`config.mk`:
```
export PLATFORM = sky130hd
export DESIGN_NAME = int_sequencer
export DESIGN_NICKNAME = d
export VERILOG_FILES = /design/src/rtl/int_seq_pkg.sv /design/src/rtl/int_pending_latch.sv /design/src/rtl/int_sequencer.sv
export SDC_FILE = /design/constraint.sdc
export NUM_CORES = 1
export LEC_CHECK = 0
export BUFFER_PORTS_ARGS = -buffer_cell sky130_fd_sc_hd__buf_2
export CORE_MARGIN = 2
export CORE_UTILIZATION = 46
export CTS_CLUSTER_SIZE = 16
export DETAILED_ROUTE_END_ITERATION = 8
export PLACE_DENSITY = 0.72
export SYNTH_ARGS = -nofsm -noshare
export SYNTH_HDL_FRONTEND = slang
export SYNTH_HIERARCHICAL = 1
export SYNTH_SLANG_ARGS = --single-unit
```
`constraint.sdc`:
```
create_clock -name clk -period 1.9 [get_ports clk]
set_input_delay 0.38 -clock clk [delete_from_list [all_inputs] [get_ports clk]]
set_output_delay 0.38 -clock clk [all_outputs]
set_load 0.1 [all_outputs]
```
`src/rtl/int_seq_pkg.sv`:
```
// Shared types and widths for the interrupt entry / RTI return sequencer.
package int_seq_pkg;

   localparam int FLAG_W  = 3;
   localparam int STACK_W = 16;

   typedef enum logic [3:0] {
      S_IDLE,
      S_DRAIN,
      S_PUSH_PC_HI,
      S_PUSH_PC_LO,
      S_PUSH_FLAGS,
      S_VECTOR,
      S_POP_FLAGS,
      S_POP_PC_LO,
      S_POP_PC_HI,
      S_RESUME
   } state_e;

endpackage

```
`src/rtl/int_pending_latch.sv`:
```
// Sticky request latch; clear wins so the request being accepted is not re-serviced.
module int_pending_latch (
   input  logic clk,
   input  logic reset,
   input  logic set_i,
   input  logic clr_i,
   output logic pending_o
);

   logic pending_q;

   always_ff @(posedge clk) begin
      if (reset)      pending_q <= 1'b0;
      else if (clr_i) pending_q <= 1'b0;
      else if (set_i) pending_q <= 1'b1;
   end

   assign pending_o = pending_q;

endmodule

```
`src/rtl/int_sequencer.sv`:
```
// Sequences interrupt entry (drain, push PC/flags, vector) and RTI return
// (pop flags/PC, reload) around the execute stage.
//
// state       | meaning
// IDLE        | pipeline running, waiting for RTI or interrupt
// DRAIN       | stall while in-flight instructions retire
// PUSH_PC_HI  | push saved_pc upper half
// PUSH_PC_LO  | push saved_pc lower half
// PUSH_FLAGS  | push saved flags
// VECTOR      | load interrupt vector, acknowledge
// POP_FLAGS   | pop flags, restore next cycle
// POP_PC_LO   | pop PC lower half
// POP_PC_HI   | pop PC upper half
// RESUME      | load restored PC
module int_sequencer
   import int_seq_pkg::*;
#(
   parameter int          PC_W         = 32,
   parameter int          DRAIN_CYCLES = 3,
   parameter logic [31:0] INT_VECTOR   = 32'h0000_0000
) (
   input  logic                clk,
   input  logic                reset,
   input  logic                int_req,
   input  logic                rti_valid,
   input  logic [PC_W-1:0]     pc_in,
   input  logic [FLAG_W-1:0]   flags_in,
   output logic                stall,
   output logic                flush,
   output logic                stack_req,
   output logic                stack_push,
   output logic [STACK_W-1:0]  stack_wdata,
   input  logic [STACK_W-1:0]  stack_rdata,
   input  logic                stack_ack,
   output logic                pc_load,
   output logic [PC_W-1:0]     pc_out,
   output logic                flags_load,
   output logic [FLAG_W-1:0]   flags_out,
   output logic                int_ack,
   output logic                busy
);

   localparam logic [3:0] CNT_INIT = 4'(DRAIN_CYCLES - 1);

   state_e              state_q, state_d;
   logic [3:0]          cnt_q, cnt_d;
   logic [PC_W-1:0]     saved_pc_q, saved_pc_d;
   logic [FLAG_W-1:0]   saved_flags_q, saved_flags_d;
   logic [STACK_W-1:0]  lo_q, lo_d;
   logic [PC_W-1:0]     pc_out_q, pc_out_d;
   logic [FLAG_W-1:0]   flags_out_q, flags_out_d;
   logic                flags_load_q, flags_load_d;
   logic                pending, pend_clr;

   int_pending_latch u_pending (
      .clk       (clk),
      .reset     (reset),
      .set_i     (int_req),
      .clr_i     (pend_clr),
      .pending_o (pending)
   );

   always_ff @(posedge clk) begin
      if (reset) begin
         state_q       <= S_IDLE;
         cnt_q         <= '0;
         saved_pc_q    <= '0;
         saved_flags_q <= '0;
         lo_q          <= '0;
         pc_out_q      <= '0;
         flags_out_q   <= '0;
         flags_load_q  <= 1'b0;
      end else begin
         state_q       <= state_d;
         cnt_q         <= cnt_d;
         saved_pc_q    <= saved_pc_d;
         saved_flags_q <= saved_flags_d;
         lo_q          <= lo_d;
         pc_out_q      <= pc_out_d;
         flags_out_q   <= flags_out_d;
         flags_load_q  <= flags_load_d;
      end
   end

   always_comb begin
      state_d       = state_q;
      cnt_d         = cnt_q;
      saved_pc_d    = saved_pc_q;
      saved_flags_d = saved_flags_q;
      lo_d          = lo_q;
      pc_out_d      = pc_out_q;
      flags_out_d   = flags_out_q;
      flags_load_d  = 1'b0;
      pend_clr      = 1'b0;
      stall         = 1'b1;
      flush         = 1'b0;
      stack_req     = 1'b0;
      stack_push    = 1'b0;
      stack_wdata   = '0;
      pc_load       = 1'b0;
      int_ack       = 1'b0;

      case (state_q)
         S_IDLE: begin
            stall = 1'b0;
            if (rti_valid) begin
               state_d = S_POP_FLAGS;
            end else if (pending || int_req) begin
               saved_pc_d = pc_in;
               cnt_d      = CNT_INIT;
               pend_clr   = 1'b1;
               state_d    = S_DRAIN;
            end
         end
         S_DRAIN: begin
            // counter is loaded with its start value on entry, so this marks cycle one
            flush = (cnt_q == CNT_INIT);
            if (cnt_q == '0) begin
               saved_flags_d = flags_in;
               state_d       = S_PUSH_PC_HI;
            end else begin
               cnt_d = cnt_q - 4'd1;
            end
         end
         S_PUSH_PC_HI: begin
            stack_req   = 1'b1;
            stack_push  = 1'b1;
            stack_wdata = STACK_W'(saved_pc_q[PC_W-1:16]);
            if (stack_ack) state_d = S_PUSH_PC_LO;
         end
         S_PUSH_PC_LO: begin
            stack_req   = 1'b1;
            stack_push  = 1'b1;
            stack_wdata = saved_pc_q[15:0];
            if (stack_ack) state_d = S_PUSH_FLAGS;
         end
         S_PUSH_FLAGS: begin
            stack_req   = 1'b1;
            stack_push  = 1'b1;
            stack_wdata = {{(STACK_W-FLAG_W){1'b0}}, saved_flags_q};
            if (stack_ack) begin
               pc_out_d = PC_W'(INT_VECTOR);
               state_d  = S_VECTOR;
            end
         end
         S_VECTOR: begin
            pc_load = 1'b1;
            int_ack = 1'b1;
            state_d = S_IDLE;
         end
         S_POP_FLAGS: begin
            stack_req = 1'b1;
            if (stack_ack) begin
               flags_out_d  = stack_rdata[FLAG_W-1:0];
               flags_load_d = 1'b1;
               state_d      = S_POP_PC_LO;
            end
         end
         S_POP_PC_LO: begin
            stack_req = 1'b1;
            if (stack_ack) begin
               lo_d    = stack_rdata;
               state_d = S_POP_PC_HI;
            end
         end
         S_POP_PC_HI: begin
            stack_req = 1'b1;
            if (stack_ack) begin
               pc_out_d = {stack_rdata[PC_W-17:0], lo_q};
               state_d  = S_RESUME;
            end
         end
         S_RESUME: begin
            pc_load = 1'b1;
            state_d = S_IDLE;
         end
         default: state_d = S_IDLE;
      endcase
   end

   assign pc_out     = pc_out_q;
   assign flags_out  = flags_out_q;
   assign flags_load = flags_load_q;
   assign busy       = stall;

endmodule
```
# Word level (Yosys, flattened, before mapping)
# Cells that the tools add are included.
totals:
  register_bits: 96
  input_bits: 56
  output_inout_bits: 59
op_classes:
  add_sub_neg: 1
  eq_ne: 21
  muxes: 28
  n_bitwise: 2
  n_reduce_logical: 17
op_table:
  columns: ["operator", "count"]
  rows:
  - ["$mux W32", 2]
  - ["$pmux W32 S2", 1]
  - ["$mux W4", 12]
  - ["$pmux W16 S3", 1]
  - ["$pmux W4 S8", 1]
  - ["$ne A2 B2 Y1 const B", 10]
  - ["$eq A4 B3 Y1 const B", 4]
  - ["$eq A4 B2 Y1 const B", 3]
  - ["$mux W1", 10]
  - ["$eq A4 B4 Y1 const B", 2]
  - ["$logic_not A4 Y1", 2]
  - ["$pmux W4 S2", 1]
  - ["$reduce_and A8 Y1", 1]
  - ["$reduce_and A2 Y1", 3]
  - ["$reduce_and A3 Y1", 2]
  - ["$reduce_or A2 Y1", 3]
  - ["$reduce_or A6 Y1", 1]
  - ["$eq A4 B1 Y1 const B", 1]
  - ["$reduce_and A4 Y1", 1]
  - ["$reduce_bool A2 Y1", 2]
  - ["$sub A4 B1 Y4 const B", 1]
  - ["$ne A3 B3 Y1 const B", 1]
  - ["$reduce_or A3 Y1", 1]
  - ["$not A1 Y1", 2]
  - ["$logic_or A1 B1 Y1", 1]

# Depth between registers and ports, before layout
depth:
  depth_word: 5
  mapped_depth: 7
  depth_no_buf: 6

# By module
# The synthesis kept the hierarchy.
by_module_without_submodules:
  columns: ["mod", "n_inst", "cells_each", "area_each_um2"]
  rows:
  - ["int_sequencer", 1, 446, 3787.4]
  - ["int_pending_latch", 1, 3, 33.8]

# Worst setup path after synthesis
# Ideal clock, no wire load.
synth_timing:
  path_kind: "reg2out"
  startpoint: "register state_q[0]"
  endpoint: "output port pc_load"
  arrival_ps: 3018
  setup_slack_ps: -1498
  stages_incl_launch_ff: 4
  path_cell_list: "dfxtp_1 -> buf_2 -> buf_1 -> nor3b_1"
synth_via:
  elab_chain_len: 3
synth_lines:
  columns: ["item", "line_no", "text"]
  rows:
  - ["start, declared", "int_sequencer.sv:45", "state_e state_q, state_d;"]
  - ["start signal, assigned", "int_sequencer.sv:74", "state_q <= state_d;"]
  - ["$eq A4 B3 Y1 / $eq A4 B4 Y1 (equally long branches)", "int_sequencer.sv:103", "case (state_q)"]
  - ["$reduce_or A2 Y1 (no source line) (*)", null, null]
  - ["$mux W1 (*)", "int_sequencer.sv:103", null]
  - ["end, declared", "int_sequencer.sv:35", "output logic pc_load,"]
# Every way passes the cells marked *; elsewhere a longest branch is shown, timed or not.

# Worst setup path in the final report
layout_timing:
  startpoint: "register state_q[1]"
  endpoint: "output port stack_wdata[11]"
layout_via:
  elab_chain_len: 2
layout_lines:
  columns: ["item", "line_no", "text"]
  rows:
  - ["$eq A4 B3 Y1 / $eq A4 B2 Y1 (equally long branches)", "int_sequencer.sv:103", null]
  - ["$pmux W16 S3 (*)", "int_sequencer.sv:103", null]
  - ["end, declared", "int_sequencer.sv:32", "output logic [STACK_W-1:0] stack_wdata,"]
# Marks and branches as above.

==> impl_metrics.tcl <==
set metrics [dict create \
    regArea_um2 1940 \
    grt_use_met1_pct 28.0 \
    placed_cell_area_um2 5060 \
    portBuffers 114 \
    drt-vias-per-instance 5.34 \
    synth-edff-count 0 \
    ys_async_sr_fraction_pct 0 \
    holdWs_ns 0.246 \
    critPathKind "flop to output pin" \
    status "finished, violations left" \
    detail_route.iter0.violations 204 \
    yosysMostFrequentCell "nand2_1" \
    dp_hpwl_um 6810 \
    synth_common_cells "nand2_1 (98), dfxtp_1 (96), a21oi_1 (52)" \
    synth_cell_types 47 \
    die_area_um2 9050 \
    drive_gt1_share_pct 38.9 \
    use_met2_pct 39.4 \
    grt-busiest-layer "met2" \
    ant_nets 0 \
    fp.dieW_um 95.1 \
    layout.nets 636 \
    critPathRequiredTime_ns 1.52 \
    yosys.area.top_type "dfxtp_1" \
    gr-usage-met3_pct 6.25 \
    finClkSkew_ns 0.0112 \
    p_total_mw 7.59 \
    end_kind "output pin" \
    antenna_found_initial 0 \
    synthesis.nets 507 \
    synth.ff_latch_count 96 \
    multiInputGateArea_um2 1950 \
    worst_pin_slew_ns 0.507 \
    final_core_utilization_pct 68.9 \
    cts-root-buf "clkbuf_8" \
    start_util_pct 47.0 \
    avgSynthCellArea_um2 8.51 \
    cap_violations 0 \
    setup_slack_ns -0.204 \
    gp_congestion 0.808 \
    fp-row-count 33 \
    die_h_um 95.1 \
    core_um2 8130 \
    period_share_pct 111 \
    overflow 0 \
    rsz0062_at_grt "true" \
    start_kind "flop" \
    hp-class "primary input to flop" \
    worstPathArrival_ns 1.72 \
    syn_inst 449 \
    powerDensity_nw_per_um2 1350 \
    clock_latency_ns 0.37 \
    slew_headroom_pct 66.4 \
    area_delta_synth_final_pct 46.7 \
    cp_max_fo 7 \
    finish.instance_area_um2 5600 \
    cts.htree.levels 3 \
    cts_buffer_depth 2 \
    finalSetupViolCount 21 \
    max_freq_mhz 475 \
    ys.flop_type "dfxtp_1" \
    grt_pass1_vias 3513 \
    routedWlPerCell_um 15.2 \
    path_clk_slew_ns 0.10 \
    dr.pass1.iters 5 \
    ys_seq_area_share_pct 50.3 \
    clock-sinks 96 \
    routed_wl_um 10500 \
    hold_viol 0 \
    synth_area_leaders "dfxtp_1 (50%), nand2_1 (9.6%), a21oi_1 (6.8%), a22oi_1 (6.5%), nor2_1 (4.7%)" \
    num-fill-cells 634 \
    irDropWorstVdd_v 0.000594 \
    cts_hold_buf 0 \
    drcViolationCount 0 \
    grt_usage_pct 23.1 \
    slew_violations 0 \
    violations "negative setup slack" \
    synth_area_um2 3820 \
    synth_top_area_share_pct 50.3 \
    cts-buffers-inserted 9 \
    pre_cts_slack_ns 0.00912 \
    leakage_nw 2.38 \
    ys_warn_count 6 \
    cts_tree "yes" \
    grt_pass1_wl_um 16400 \
    io_pins 115 \
    antenna_cells 0 \
    via_count 3672 \
    grt_max_degree 97 \
    fin_crit_ns 2.10 \
]
[cells in the final DEF (no fill, tap or decap), types with 4 or more instances in the layout]
cell / instances
buf_12: 27
dfxtp_1: 90
buf_6: 8
inv_2: 7
nand3_1: 4
buf_2: 91
buf_4: 29
clkbuf_8: 9
nor2_1: 45
mux2i_1: 6
a22o_4: 13
a22oi_1: 33
a21oi_1: 49
nand2_1: 98
[what timing repair did]
item / 4_1_cts / 5_1_grt
pin swaps: 17 / 14
gates resized for setup: 23 / 24
endpoints found under the setup margin: 23 / 26
setup buffers: 9 / 9
[cell type report]
class	count	share of cell area, %
Clock inverter	7	2.03
Sequential cell	96	34.6
Tap cell	105	2.34
Inverter	7	0.469
Multi-Input combinational cell	308	34.9
Clock buffer	9	2.21
Timing Repair Buffer	156	23.5
[cell families after synthesis]
kind of cell	Yosys count	share of synthesized area [%]
AOI/OAI and AO/OA	118	20.3
xor gates and xnor gates	3	0.688
adders and majority gates	2	0.655
buffers and inverters	45	5.37
DFF	96	50.3
muxes	7	1.87
and+or+nand+nor	178	20.8
[critical path, cell delays in order, from the launching register on]
cell	delay (ns)
dfxtp_4	0.42
nand2b_4	0.10
nor3_4	0.32
buf_6	0.20
a22o_4	0.16
buf_12	0.17
[where the power goes]
part           switching (mW)  internal [mW]  total [mW]
Clock                   0.763          0.771        1.53
Sequential              0.187           2.23        2.42
Combinational            2.07           1.57        3.64
[stage by stage]
step | setup TNS (ns) | cells
global route | -4.80 | 688
floorplan | -0.201 | 449
detailed placement | 0 | 656
global placement | 0 | 656
CTS | -3.24 | 680
finish | -3.55 | 688
[metal layers]
metal	wire length (um)	part of all wire, %
met3	529	5.1
met5	0	0
met2	5460	52
met4	167	1.6
met1	4310	41
[state kept, by name, summed over array words and instances, names as in the netlist]
| signal | count |
|---|---|
| pc_out | 32 |
| saved_pc_q | 32 |
| lo_q | 16 |
| cnt_q | 4 |
| state_q | 4 |
| flags_out | 3 |
| saved_flags_q | 3 |
| flags_load | 1 |
| u_pending/pending_o | 1 |
[worst paths after layout]
kind	start	depth (start not counted)	slack (ns)	endpoint
max	state_q[1]	5	-0.20	stack_wdata[11]
min	pc_in[13]	3	0.25	saved_pc_q[13]
max reg2reg	state_q[1]	7	0.06	state_q[1]
min reg2reg	lo_q[2]	2	0.46	lo_q[2]
Note: power is estimated with default switching activity, not from simulation.
